$ cat src/rtl/byte_word_packer.sv
// Packs a byte stream LSB-first into BYTES_PER_WORD-byte words behind a one-word output register, 1-cycle latency;
// in_ready drops only when the last slot or a pending flush waits on a full output register. Option: BYTE_WORD_PACKER_PARITY_EN.
module byte_word_packer #(
  parameter int BYTES_PER_WORD = 4,
  parameter int CW             = $clog2(BYTES_PER_WORD + 1)
) (
  input  logic                        clk,
  input  logic                        rst,
  input  logic                        in_valid,
  input  logic [7:0]                  in_data,
  output logic                        in_ready,
  input  logic                        flush,
  output logic                        out_valid,
  output logic [8*BYTES_PER_WORD-1:0] out_data,
  output logic [CW-1:0]               out_count,
  output logic                        out_last,
`ifdef BYTE_WORD_PACKER_PARITY_EN
  output logic                        out_parity,
`endif
  input  logic                        out_ready
);

  localparam int            IW        = $clog2(BYTES_PER_WORD);
  localparam logic [CW-1:0] LAST_SLOT = CW'(BYTES_PER_WORD - 1);

  typedef enum logic [1:0] {
    EMPTY,
    PARTIAL,
    PEND
  } state_t;

  state_t                         state_q, state_d;
  logic [CW-1:0]                  fill_q, fill_d;
  logic [BYTES_PER_WORD-1:0][7:0] acc_q, acc_d;

  logic                        flush_pend;
  logic                        can_load;
  logic                        take;
  logic                        flush_hit;
  logic                        load;
  logic                        load_last;
  logic [CW-1:0]               new_count;
  logic [CW-1:0]               load_count;
  logic [8*BYTES_PER_WORD-1:0] word;

  assign flush_pend = (state_q == PEND);
  assign can_load   = !out_valid || out_ready;
  // Slots below the last never need the output register, so they always accept.
  assign in_ready   = !flush_pend && ((fill_q < LAST_SLOT) || can_load);
  assign take       = in_valid && in_ready;
  assign new_count  = fill_q + CW'(take);
  assign flush_hit  = flush && (new_count != '0);

  // Candidate word: held bytes, the byte accepted this cycle, zero padding above.
  always_comb begin
    word = '0;
    for (int k = 0; k < BYTES_PER_WORD; k++) begin
      if (CW'(k) < fill_q) begin
        word[8*k +: 8] = acc_q[k];
      end else if (take && (CW'(k) == fill_q)) begin
        word[8*k +: 8] = in_data;
      end
    end
  end

  always_comb begin
    state_d    = state_q;
    fill_d     = fill_q;
    acc_d      = acc_q;
    load       = 1'b0;
    load_last  = 1'b0;
    load_count = '0;
    case (state_q)
      EMPTY, PARTIAL: begin
        if (take) begin
          acc_d[fill_q[IW-1:0]] = in_data;
        end
        // A completing byte implies can_load, since in_ready gated it.
        if ((take && (fill_q == LAST_SLOT)) || (flush_hit && can_load)) begin
          load       = 1'b1;
          load_last  = flush;
          load_count = new_count;
          fill_d     = '0;
          state_d    = EMPTY;
        end else begin
          fill_d = new_count;
          if (flush_hit) begin
            state_d = PEND;
          end else if (new_count != '0) begin
            state_d = PARTIAL;
          end else begin
            state_d = EMPTY;
          end
        end
      end
      PEND: begin
        if (can_load) begin
          load       = 1'b1;
          load_last  = 1'b1;
          load_count = fill_q;
          fill_d     = '0;
          state_d    = EMPTY;
        end
      end
      default: begin
        fill_d  = '0;
        state_d = EMPTY;
      end
    endcase
  end

  always_ff @(posedge clk or posedge rst) begin
    if (rst) begin
      state_q <= EMPTY;
      fill_q  <= '0;
      acc_q   <= '0;
    end else begin
      state_q <= state_d;
      fill_q  <= fill_d;
      acc_q   <= acc_d;
    end
  end

  always_ff @(posedge clk or posedge rst) begin
    if (rst) begin
      out_valid  <= 1'b0;
      out_data   <= '0;
      out_count  <= '0;
      out_last   <= 1'b0;
`ifdef BYTE_WORD_PACKER_PARITY_EN
      out_parity <= 1'b0;
`endif
    end else if (load) begin
      out_valid  <= 1'b1;
      out_data   <= word;
      out_count  <= load_count;
      out_last   <= load_last;
`ifdef BYTE_WORD_PACKER_PARITY_EN
      // Padding is zero, so the full-word XOR equals the valid-byte XOR.
      out_parity <= ^word;
`endif
    end else if (out_ready) begin
      out_valid <= 1'b0;
    end
  end

endmodule

$ cat config.mk
export PLATFORM = sky130hd
export DESIGN_NAME = byte_word_packer
export DESIGN_NICKNAME = d
export VERILOG_FILES = /design/src/rtl/byte_word_packer.sv
export SDC_FILE = /design/constraint.sdc
export NUM_CORES = 1
export LEC_CHECK = 0
export CAP_MARGIN = 20
export CORE_MARGIN = 5
export CORE_UTILIZATION = 40
export CTS_CLUSTER_DIAMETER = 150
export DETAILED_ROUTE_END_ITERATION = 7
export GPL_ROUTABILITY_DRIVEN = 0
export PLACE_DENSITY = 0.6
export SETUP_SLACK_MARGIN = 0.15
export SYNTH_ARGS = -nofsm -noshare
export SYNTH_HDL_FRONTEND = slang
export SYNTH_SLANG_ARGS = --single-unit
$ cat constraint.sdc
create_clock -name clk -period 4.1 [get_ports clk]
set_input_delay 0.41 -clock clk [delete_from_list [all_inputs] [get_ports clk]]
set_output_delay 0.41 -clock clk [all_outputs]
set_load 0.01 [all_outputs]
-- After elaboration in Yosys (flattened, before gate mapping)
Cells that the tools add are included.
W data, S select, Z words.
- bits in registers: 74
- logic and storage cells: 75
- $add $sub $neg: 1
- mux-type cells: 29
- magnitude comparators: 7
- equal/unequal tests: 7
- reduce and logical (&&, ||, !) cells: 21
- operator list (kind ; count):
    $mux W8 ; 9
    $bwmux W32 ; 1
    $demux W8 S2 ; 1
    $mux W3 ; 4
    $pmux W3 S2 ; 2
    $logic_and A1 B1 Y1 ; 10
    $eq A2 B3 Y1 const A ; 2
    $lt A1 B3 Y1 const A ; 2
    $lt A2 B3 Y1 const A ; 2
    $mux W1 ; 6
    $mux W2 ; 3
    $pmux W1 S2 ; 2
    $pmux W2 S2 ; 1
    $add A3 B1 Y3 ; 1
    $eq A1 B3 Y1 const A ; 1
    $eq A3 B2 Y1 const B ; 1
    $logic_not A3 Y1 ; 1
    $logic_or A1 B1 Y1 ; 3
    $lt A2 B3 Y1 const B ; 1
    $lt A3 B2 Y1 const B ; 1
    $reduce_bool A3 Y1 ; 1
    $eq A2 B1 Y1 const B ; 1
    $eq A2 B2 Y1 const B ; 1
    $ge A2 B1 Y1 const B ; 1
    6 further kinds ; 7

-- Logic depth before layout (Yosys ltp)
- depth after elaboration: 13
- gate-level depth with buffers: 13

-- Worst setup path before layout
OpenSTA, ideal clock, no wires.
- kind: register -> register
- start: register fill_q[1]
- end: register out_data[10]
- arrival: 2.725 ns
- path slack: 1.249 ns
- buffers on the path: 4
- cell stages (with the launch flop): 14
- required time: 3.975 ns
- path through: dfrtp_1 -> buf_2 -> a21o_1 -> clkbuf_1 -> a21oi_1 -> and2_1 -> ha_1 -> ha_1 -> o21ai_2 -> o211ai_4 -> o21a_1 -> buf_6 -> buf_12 -> mux2_4
- cells in the longest elaborated chain, start to end: 11
- elaborated cells on any way between the ends: 18
- those cells by class: add/sub: 1; order compare: 2; eq/ne: 2; mux: 4; reduce/logical: 9
- ends and longest elaborated chain (item ; RTL line ; source):
    start, declared ; 33 ; logic [CW-1:0] fill_q, fill_d;
    start signal, assigned ; 119 ; fill_q <= fill_d;
    $lt A3 B2 Y1 (*) ; 49 ; assign in_ready = !flush_pend && ((fill_q < LAST_SLOT) || can_load);
    $logic_or A1 B1 Y1 (*) ; 49 ;
    $logic_and A1 B1 Y1 (*) ; 49 ;
    net in_ready ; 11 ; output logic in_ready,
    $logic_and A1 B1 Y1 (*) ; 50 ; assign take = in_valid && in_ready;
    $add A3 B1 Y3 ; 51 ; assign new_count = fill_q + CW'(take);
    $reduce_bool A3 Y1 ; 52 ; assign flush_hit = flush && (new_count != '0);
    $logic_and A1 B1 Y1 ; 52 ;
    $logic_and A1 B1 Y1 ; 79 ; if ((take && (fill_q == LAST_SLOT)) || (flush_hit && can_load)) begin
    $logic_or A1 B1 Y1 ; 79 ;
    $mux W1 ; 79 ;
    $pmux W1 S2 ; 73 ; case (state_q)
    end signal, assigned ; 135 ; out_data <= word;
    end, declared ; 14 ; output logic [8*BYTES_PER_WORD-1:0] out_data,
The timed path passes the listed nets; every way through them passes the cells marked *.
A chain may end at the register's enable or synchronous reset.

-- Worst setup path in the final report
- start: register fill_q[0]
- end: register out_data[30]
- cells in the longest elaborated chain, start to end: 11
- elaborated cells on any way between the ends: 18
- those cells by class: add/sub: 1; order compare: 2; eq/ne: 2; mux: 4; reduce/logical: 9
- ends and longest elaborated chain (item ; RTL line):
    $lt A3 B2 Y1 ; 49
    $logic_or A1 B1 Y1 ; 49
    $logic_and A1 B1 Y1 ; 49
    $logic_and A1 B1 Y1 ; 50
    $add A3 B1 Y3 ; 51
    $reduce_bool A3 Y1 ; 52
    $logic_and A1 B1 Y1 ; 52
    $logic_and A1 B1 Y1 ; 79
    $logic_or A1 B1 Y1 ; 79
    $mux W1 ; 79
    $pmux W1 S2 ; 73
Several ways; a longest one is shown, not always the timed one.

==> flow_metrics.env <==
export IMPL_cp_end_kind="flip-flop"
export IMPL_yosysWarnings=0
export IMPL_synth_ff_type="dfrtp_1"
export IMPL_ys_ff_latch=74
export IMPL_grt_pass1_wl_um=13000
export IMPL_regArea_mm2=0.00185
export IMPL_cts_hold_buf=0
export IMPL_fp_dieW_um=105
export IMPL_antenna_found_initial=0
export IMPL_required_ns=4.33
export IMPL_die_h_um=105
export IMPL_synth_edff_count=0
export IMPL_clk_latency_ns=0.35
export IMPL_cts_htree_levels=3
export IMPL_areaGrowthSynthToFinish_pct=21.6
export IMPL_netlist_top_cell_by_area="dfrtp_1"
export IMPL_nets=323
export IMPL_skew_ns=0.0130
export IMPL_antenna_cells=0
export IMPL_tritoncts="done"
export IMPL_period_needed_ns=3.35
export IMPL_ctsLongestPathBuffers=2
export IMPL_vdd_drop_max_uv=275
export IMPL_track_usage_pct=14.7
export IMPL_sw_frac_of_total_pct=33.5
export IMPL_finalInstanceArea_mm2=0.00437
export IMPL_outcome="finished clean"
export IMPL_maxSlewViolCount=0
export IMPL_cts_resized=0
export IMPL_setup_viol=0
export IMPL_first_pass_iters=4
export IMPL_synth_area_leaders="dfrtp_1, mux2_4, mux2_2, a22o_1, buf_12"
export IMPL_ys_seq_area_share_pct=51.5
export IMPL_synth_area_mm2=0.00359
export IMPL_numClockSinks=74
export IMPL_leakage_nw=1.95
export IMPL_netlist_area_leader_share_pct=51.5
export IMPL_avgSynthCellArea_um2=14.1
export IMPL_dieArea_mm2=0.0110
export IMPL_tightestPinTransition_ns=0.749
export IMPL_yosysUniqueCellTypes=41
export IMPL_p_comb_share_pct=47.5
export IMPL_cts_root_buf="clkbuf_8"
export IMPL_drt_iter0_drc=100
export IMPL_max_freq_mhz=298
export IMPL_cp_max_fo=19
export IMPL_reg2reg_depth=10
export IMPL_cts_buffers_inserted=9
export IMPL_wl_per_cell_um=18.4
export IMPL_slew_headroom_pct=49.8
export IMPL_start_kind="flip-flop"
export IMPL_drt_wl_total_um=7730
export IMPL_powerDensity_mw_per_mm2=777
export IMPL_p_clk_share_pct=16.3
export IMPL_multi_input_area_mm2=0.00159
export IMPL_coreArea_mm2=0.00872
export IMPL_gr_total_overflow=0
export IMPL_fillers=776
export IMPL_crit_type="reg2reg"
export IMPL_fin_ws_ns=0.746
export IMPL_async_flop_share_pct=100
export IMPL_synthCells=255
export IMPL_syn_nets=270
export IMPL_ios=51
export IMPL_final_cells=421
export IMPL_initial_core_util_pct=41.2
export IMPL_rsz0062_at_grt="no"
export IMPL_dr_total_vias=2220
export IMPL_cts_setup_buffers=0
export IMPL_p_int_mw=2.26
export IMPL_drc=0
export IMPL_drive_gt1_share_pct=32.3
export IMPL_placedCellCount=405
export IMPL_yosys_top_cells_count="dfrtp_1, mux2_2, a22o_1, mux2_4"
export IMPL_cts_clk_slew_worst_paths_ns=0.09
export IMPL_hold_viol_final=0
export IMPL_vias_per_cell=5.27
export IMPL_hp_class="in2async"
export IMPL_rows=34
export IMPL_postLayoutCoreUtil_pct=50.1
export IMPL_setup_tns_ns=0
export IMPL_grt_pass1_vias=2342
export IMPL_cap_violations=0
export IMPL_dp_hpwl_um=5320
export IMPL_power_switching_mw=1.14
export IMPL_pre_cts_ws_ns=0.704
export IMPL_drtAntennaViolNets=0
export IMPL_p_seq_share_pct=36.2
export IMPL_portBuffers=50
export IMPL_place_area_mm2=0.00417
export IMPL_grt_max_degree=43
export IMPL_crit_arrival_ns=3.58
export IMPL_yosysMostFrequentCell="dfrtp_1"
export IMPL_finalCritPeriodShare_pct=81.8
final cells by class:
| class | count | area share, % |
|---|---|---|
| Sequential cell | 74 | 42.4 |
| Multi-Input combinational cell | 160 | 36.4 |
| Clock buffer | 10 | 2.92 |
| Clock inverter | 6 | 1.49 |
| Tap cell | 108 | 3.09 |
| Inverter | 4 | 0.344 |
| Timing Repair Buffer | 59 | 13.3 |
registers in the layout, indices dropped and copies added (netlist names):
signal and count:
fill_q 3, out_data 32, out_last 1, out_count 3
acc_q 32, state_q 2, out_valid 1
critical path, stage by stage (launching register included):
cell	delay (ns)
dfrtp_1	0.53
a21o_1	0.42
a21oi_1	0.15
and2_1	0.18
ha_1	0.17
ha_1	0.24
xnor2_4	0.16
o211ai_4	0.26
o21a_2	0.52
buf_12	0.27
mux2_2	0.35
routing by layer:
metal / up-vias / wire length [um] / global-route usage [%]
met1: 1114 / 3890 / 20.8
met2: 47 / 3440 / 22.2
met4: 0 / 85 / 4.11
met5: - / 0 / 0
li1: 1051 / - / -
met3: 8 / 308 / 4.13
power by group through the flow:
stage               logic, mW  clock network, mW  registers (mW)
global placement         1.60                  0            1.23
global route             1.73              0.597            1.27
detailed placement       1.63                  0            1.24
CTS                      1.63              0.575            1.23
finish                   1.61              0.553            1.23
floorplan                1.19                  0            1.24
stage by stage:
stage	hold slack, ns	total power, mW
after floorplan	0.480	2.43
after global placement	0.488	2.84
after detailed placement	0.493	2.87
after CTS	0.299	3.44
after global routing	0.323	3.60
final	0.299	3.39
kinds of logic after synthesis:
family	after synthesis	share of synthesized area, %
fa+ha+maj	2	0.697
flops	74	51.6
simple gates	35	6.13
buf+inv	21	4.18
xor+xnor	1	0.766
compound gates	57	13.3
mux	65	23.4
cell usage in the layout, fill, tap and decap left out, types with 2 or more instances in the layout:
| master | n |
|---|---|
| nand2b_1 | 3 |
| ha_1 | 2 |
| clkdlybuf4s50_1 | 50 |
| inv_1 | 3 |
| dfrtp_1 | 74 |
| nor2_1 | 4 |
| nand3_1 | 4 |
| or2_1 | 2 |
| o311ai_0 | 2 |
| mux2_4 | 29 |
| nand2_1 | 7 |
| a21oi_1 | 7 |
| nor3_2 | 3 |
| nor2b_1 | 4 |
| buf_4 | 8 |
| clkinv_2 | 2 |
| clkbuf_8 | 9 |
| o21ai_0 | 3 |
| a32o_1 | 3 |
| mux2_2 | 36 |
| a22o_1 | 32 |
| a22oi_1 | 2 |
path summary, 6_finish.rpt:
kind | from | to | slack [ns]
min in group clk | acc_q[4] | acc_q[4] | 0.51
worst min register to register | acc_q[4] | acc_q[4] | 0.51
worst min-delay path | rst | out_data[1] | 0.30
max in group asynchronous | rst | out_data[22] | 2.98
worst max-delay path | fill_q[0] | out_data[30] | 0.75
worst max register to register | fill_q[0] | out_data[30] | 0.75
No activity file was read; power rests on OpenSTA's default activity.
==> patch 1: new RTL, same flow settings <==
Change the parameter `BYTES_PER_WORD` from 4 to 8.
--- a/src/rtl/byte_word_packer.sv
+++ b/src/rtl/byte_word_packer.sv
@@ -2,5 +2,5 @@
 // in_ready drops only when the last slot or a pending flush waits on a full output register. Option: BYTE_WORD_PACKER_PARITY_EN.
 module byte_word_packer #(
-  parameter int BYTES_PER_WORD = 4,
+  parameter int BYTES_PER_WORD = 8,
   parameter int CW             = $clog2(BYTES_PER_WORD + 1)
 ) (
Interface: changed (resized out_count and out_data); port bits go from 51 to 84. No check against the original RTL was run, so the function may have changed too.
==> patch 1 against the original RTL <==
  * Final area is 91% higher
  * Sequential cell count is 66 higher
  * Wire length is 120% higher
  * Synthesized area is 87% higher
  * Setup slack worse by 120 ps
  * Total power is 63% higher
  * Sequential share of layout area is 0.49 points lower
  * Synthesized cell count is 110% higher
  * Cell count is 100% higher
==> patch 1: results (changes against the original RTL) <==
Max rail drop VDD -> 335 uV (was 275 uV)
CP Data Arrival Time -> 3780 ps (was 3580 ps)
Layout Skew -> 8.20 ps (was 13.0 ps)
Outcome -> finished, final reports clean (unchanged)
Critical-path maximum fanout -> 28 (was 19)
Clock insertion delay at the later pin of the skew report -> 420 ps (was 350 ps)
Wire length of the first global-routing pass -> 26,900 um (was 13,000 um)
Via count normalized by instance count -> 5.48 (was 5.27)
HPWL after DPL -> 11,200 um (was 5320 um)
Share of cell area taken by muxes after synthesis -> 24.4% (was 23.4%)
Drt initial violations -> 321 (was 100)
Filler Cell Count -> 1,438 (was 776)
Largest registers ranked by flip-flop count -> acc_q x64, out_data x64 (was acc_q x32, out_data x32)
Register area share after synthesis -> 52.1% (was 51.5%)
Cell at the root of the clock tree -> clkbuf_16 (was clkbuf_8)
Non-clock buffer count in the final layout -> 97 (was 59)
Wire length reported by the detailed router -> 16,700 um (was 7730 um)
Slowest stage cell on the critical path -> a32o_4 (was dfrtp_1)
# H-tree levels -> 4 (was 3)
Critical path launch point -> fill_q[2]$_DFFE_PP0P_ (was fill_q[0]$_DFFE_PP0P_)
Reg area -> 3500 um^2 (was 1850 um^2)
Largest net degree at the start of global routing -> 141 (was 43)
Endpoint of the worst setup timing path -> out_data[24]$_DFFE_PP0P_ (was out_data[30]$_DFFE_PP0P_)
Largest cells by area after synthesis -> dfrtp_1, mux2_2, mux2_4 (was dfrtp_1, mux2_4, mux2_2)
Adder-Cell Fraction of Synth Area -> 0.372% (was 0.697%)
Clock Pin Slew Worst Setup and Hold Paths -> 60 ps (was 90 ps)
Number of register bits inferred by synthesis -> 140 (was 74)
Count of different cell masters after synthesis -> 47 (was 41)
Taps Inserted -> 220 (was 108)
Layout clock area frac -> 7.07% (was 4.41%)
Depth of the worst register-to-register path -> 9 (was 10)
Dpl cells -> 808 (was 405)
Maximum frequency from static timing analysis -> 0.288 GHz (was 0.298 GHz)
Share of cells above drive strength 1 -> 27.6% (was 32.3%)
Multi-input gate share of the layout cell area -> 35.6% (was 36.4%)
Commonest cells post-synth -> dfrtp_1, mux2_2, nand2_1, mux2_4, clkbuf_1 (was dfrtp_1, mux2_2, a22o_1, mux2_4)
patch 1: cell types whose count changed after synthesis, moves of 10 or more:
cell / change
a22o_1: -24
a32o_1: +14
clkbuf_1: +21
dfrtp_1: +66
mux2_2: +35
mux2_4: +19
nand2_1: +43
nand4_1: +10
o21ai_0: +16
o31ai_1: +23
patch 1: worst min path at each step:
stage,startpoint,depth (start not counted),slack [ps],endpoint
3_5_place_dp,acc_q[29]$_DFFE_PP0P_,1,480,acc_q[29]$_DFFE_PP0P_
5_1_grt,acc_q[29]$_DFFE_PP0P_,1,500,acc_q[29]$_DFFE_PP0P_
2_1_floorplan,acc_q[24]$_DFFE_PP0P_,1,460,acc_q[24]$_DFFE_PP0P_
3_3_place_gp,acc_q[30]$_DFFE_PP0P_,1,470,acc_q[30]$_DFFE_PP0P_
6_report,out_data[0]$_DFFE_PP0P_,1,490,out_data[0]$_DFFE_PP0P_
4_1_cts,acc_q[27]$_DFFE_PP0P_,1,490,acc_q[27]$_DFFE_PP0P_
patch 1: routing by layer:
metal / part of all wire, % / routed length (um) / up-vias / track usage, %
met5: 0 / 0 / - / 0
met4: 1.8 / 298 / 0 / 4.95
met3: 4.1 / 691 / 23 / 4.67
met2: 47 / 7800 / 106 / 26.7
met1: 47 / 7870 / 2367 / 24.4
li1: - / - / 2110 / -
patch 1: where the power goes:
part           leakage (nW)  total (mW)  internal [mW]  switching (mW)
Sequential             1.84        2.03           1.81           0.226
Clock                 0.277        1.55          0.963           0.583
Combinational          1.59        1.94          0.999           0.940
Total                  3.70        5.52           3.77            1.75
patch 1: critical path, delay by kind of cell, from the launching register on:
kind / cells / cell delay [ps]
muxes: 1 / 360
DFF: 1 / 370
buffers and inverters: 1 / 310
and+or+nand+nor: 2 / 650
adders and majority gates: 1 / 270
AOI/OAI and AO/OA: 4 / 1380
==> patch 2: new RTL, same flow settings <==
Without the edit above. Reset style: synchronous (`rst`), changed in 2 clocked blocks.
--- a/src/rtl/byte_word_packer.sv
+++ b/src/rtl/byte_word_packer.sv
@@ -110,5 +110,5 @@
   end
 
-  always_ff @(posedge clk or posedge rst) begin
+  always_ff @(posedge clk) begin
     if (rst) begin
       state_q <= EMPTY;
@@ -122,5 +122,5 @@
   end
 
-  always_ff @(posedge clk or posedge rst) begin
+  always_ff @(posedge clk) begin
     if (rst) begin
       out_valid  <= 1'b0;
Formal check against the unedited RTL: differs if rst is asserted again (counterexample within 4 cycles, from zero or initial values and one cycle with rst high); with rst held inactive, the same outputs for 4 cycles.
==> patch 2 against the original RTL <==
  * Sequential share of layout area down 7.5 points
  * Wire length up 2.8%
  * Hold slack better by 200 ps
  * Synthesized cell count up 30%
  * First-iteration DRC count up 36%
  * Critical path depth up 1
  * Synthesized area down 3.3%
  * Final area down 2.7%
  * Highest routed layer unchanged
  * Sequential cell count unchanged
  * Setup slack worse by 2.2 ps
Power is not compared: it rests on default switching activity, and its combinational part moved more than twofold at a synthesized area within 25%.
==> patch 2: results (changes against the original RTL) <==
Critical-path maximum fanout -> 28 (was 19)
Drt initial violations -> 136 (was 100)
Register area share after synthesis -> 42.6% (was 51.5%)
Wire length of the first global-routing pass -> 13,000 um (about the same)
Placed cell areas -> 3980 um^2 (was 4170 um^2)
Non-Filler Cell Area, Final -> 4250 um^2 (was 4370 um^2)
Via count normalized by instance count -> 5.34 (was 5.27)
Global-route usage over all layers -> 15.6% (was 14.7%)
Wire length per cell -> 16.6 um (was 18.4 um)
Number of global-route vias before repair -> 2,459 (was 2,342)
Global-route track usage on met2 -> 24.8% (was 22.2%)
Met3 track utilization from global routing -> 3.22% (was 4.13%)
Dpl cells -> 463 (was 405)
CP Data Arrival Time -> 3610 ps (was 3580 ps)
Nets -> 381 (was 323)
Outcome -> finished, final reports clean (unchanged)
Worst max-slew margin expressed relative to the limit -> 38.3% (was 49.8%)
Wire length reported by the detailed router -> 7940 um (was 7730 um)
Commonest cells post-synth -> dfxtp_1, nor2_1, mux2i_1, a221oi_2, nor3_2 (was dfrtp_1, mux2_2, a22o_1, mux2_4)
Largest cells by area after synthesis -> dfxtp_1, a221oi_2, mux2i_1 (was dfrtp_1, mux2_4, mux2_2)
Share of cells above drive strength 1 -> 24.0% (was 32.3%)
Wire length on met2 -> 3730 um (was 3440 um)
Filler Cell Count -> 798 (was 776)
Synthesized net count -> 347 (was 270)
Largest net degree at the start of global routing -> 42 (was 43)
patch 2: final cells by class:
| cell class | count | share of cell area [%] |
|---|---|---|
| tap | 108 | 3.18 |
| timing repair buffer | 55 | 12.8 |
| multi-input combinational | 224 | 42.7 |
| sequential | 74 | 34.9 |
| clock buffer | 10 | 3.00 |
| clock inverter | 6 | 3.24 |
| inverter | 2 | 0.177 |
patch 2: path summary, 6_finish.rpt:
path / to / slack [ps] / cells after the start
worst max-delay path: out_data[31]$_SDFFE_PP0P_ / 740 / 11
worst max register to register: out_data[31]$_SDFFE_PP0P_ / 740 / 11
worst min register to register: acc_q[1]$_SDFFE_PP0P_ / 500 / 2
worst min-delay path: acc_q[1]$_SDFFE_PP0P_ / 500 / 2
patch 2: kinds of logic (layout without fill, tap and decap cells):
family / after synthesis / count (layout) / share of synthesized area (%)
AND/OR/NAND/NOR: 135 / 135 / 23.3
flip-flops: 74 / 74 / 42.6
AO/OA/AOI/OAI: 54 / 54 / 18.7
buffers and inverters: 34 / 73 / 5.15
multiplexers: 32 / 32 / 9.22
adder cells (fa/ha/maj): 2 / 2 / 0.720
XOR/XNOR: 1 / 1 / 0.252
patch 2: where the power goes:
| group | total (mW) | internal (mW) | switching, mW |
|---|---|---|---|
| registers | 0.827 | 0.785 | 0.0416 |
| logic | 0.473 | 0.221 | 0.252 |
| clock network | 0.741 | 0.470 | 0.271 |
patch 2: critical path, delay by kind of cell, from the launching register on:
family                   cells  cell delay [ps]
adder cells (fa/ha/maj)      2              450
AO/OA/AOI/OAI                4             1020
buffers and inverters        1              290
XOR/XNOR                     1              190
flip-flops                   1              570
AND/OR/NAND/NOR              3              740
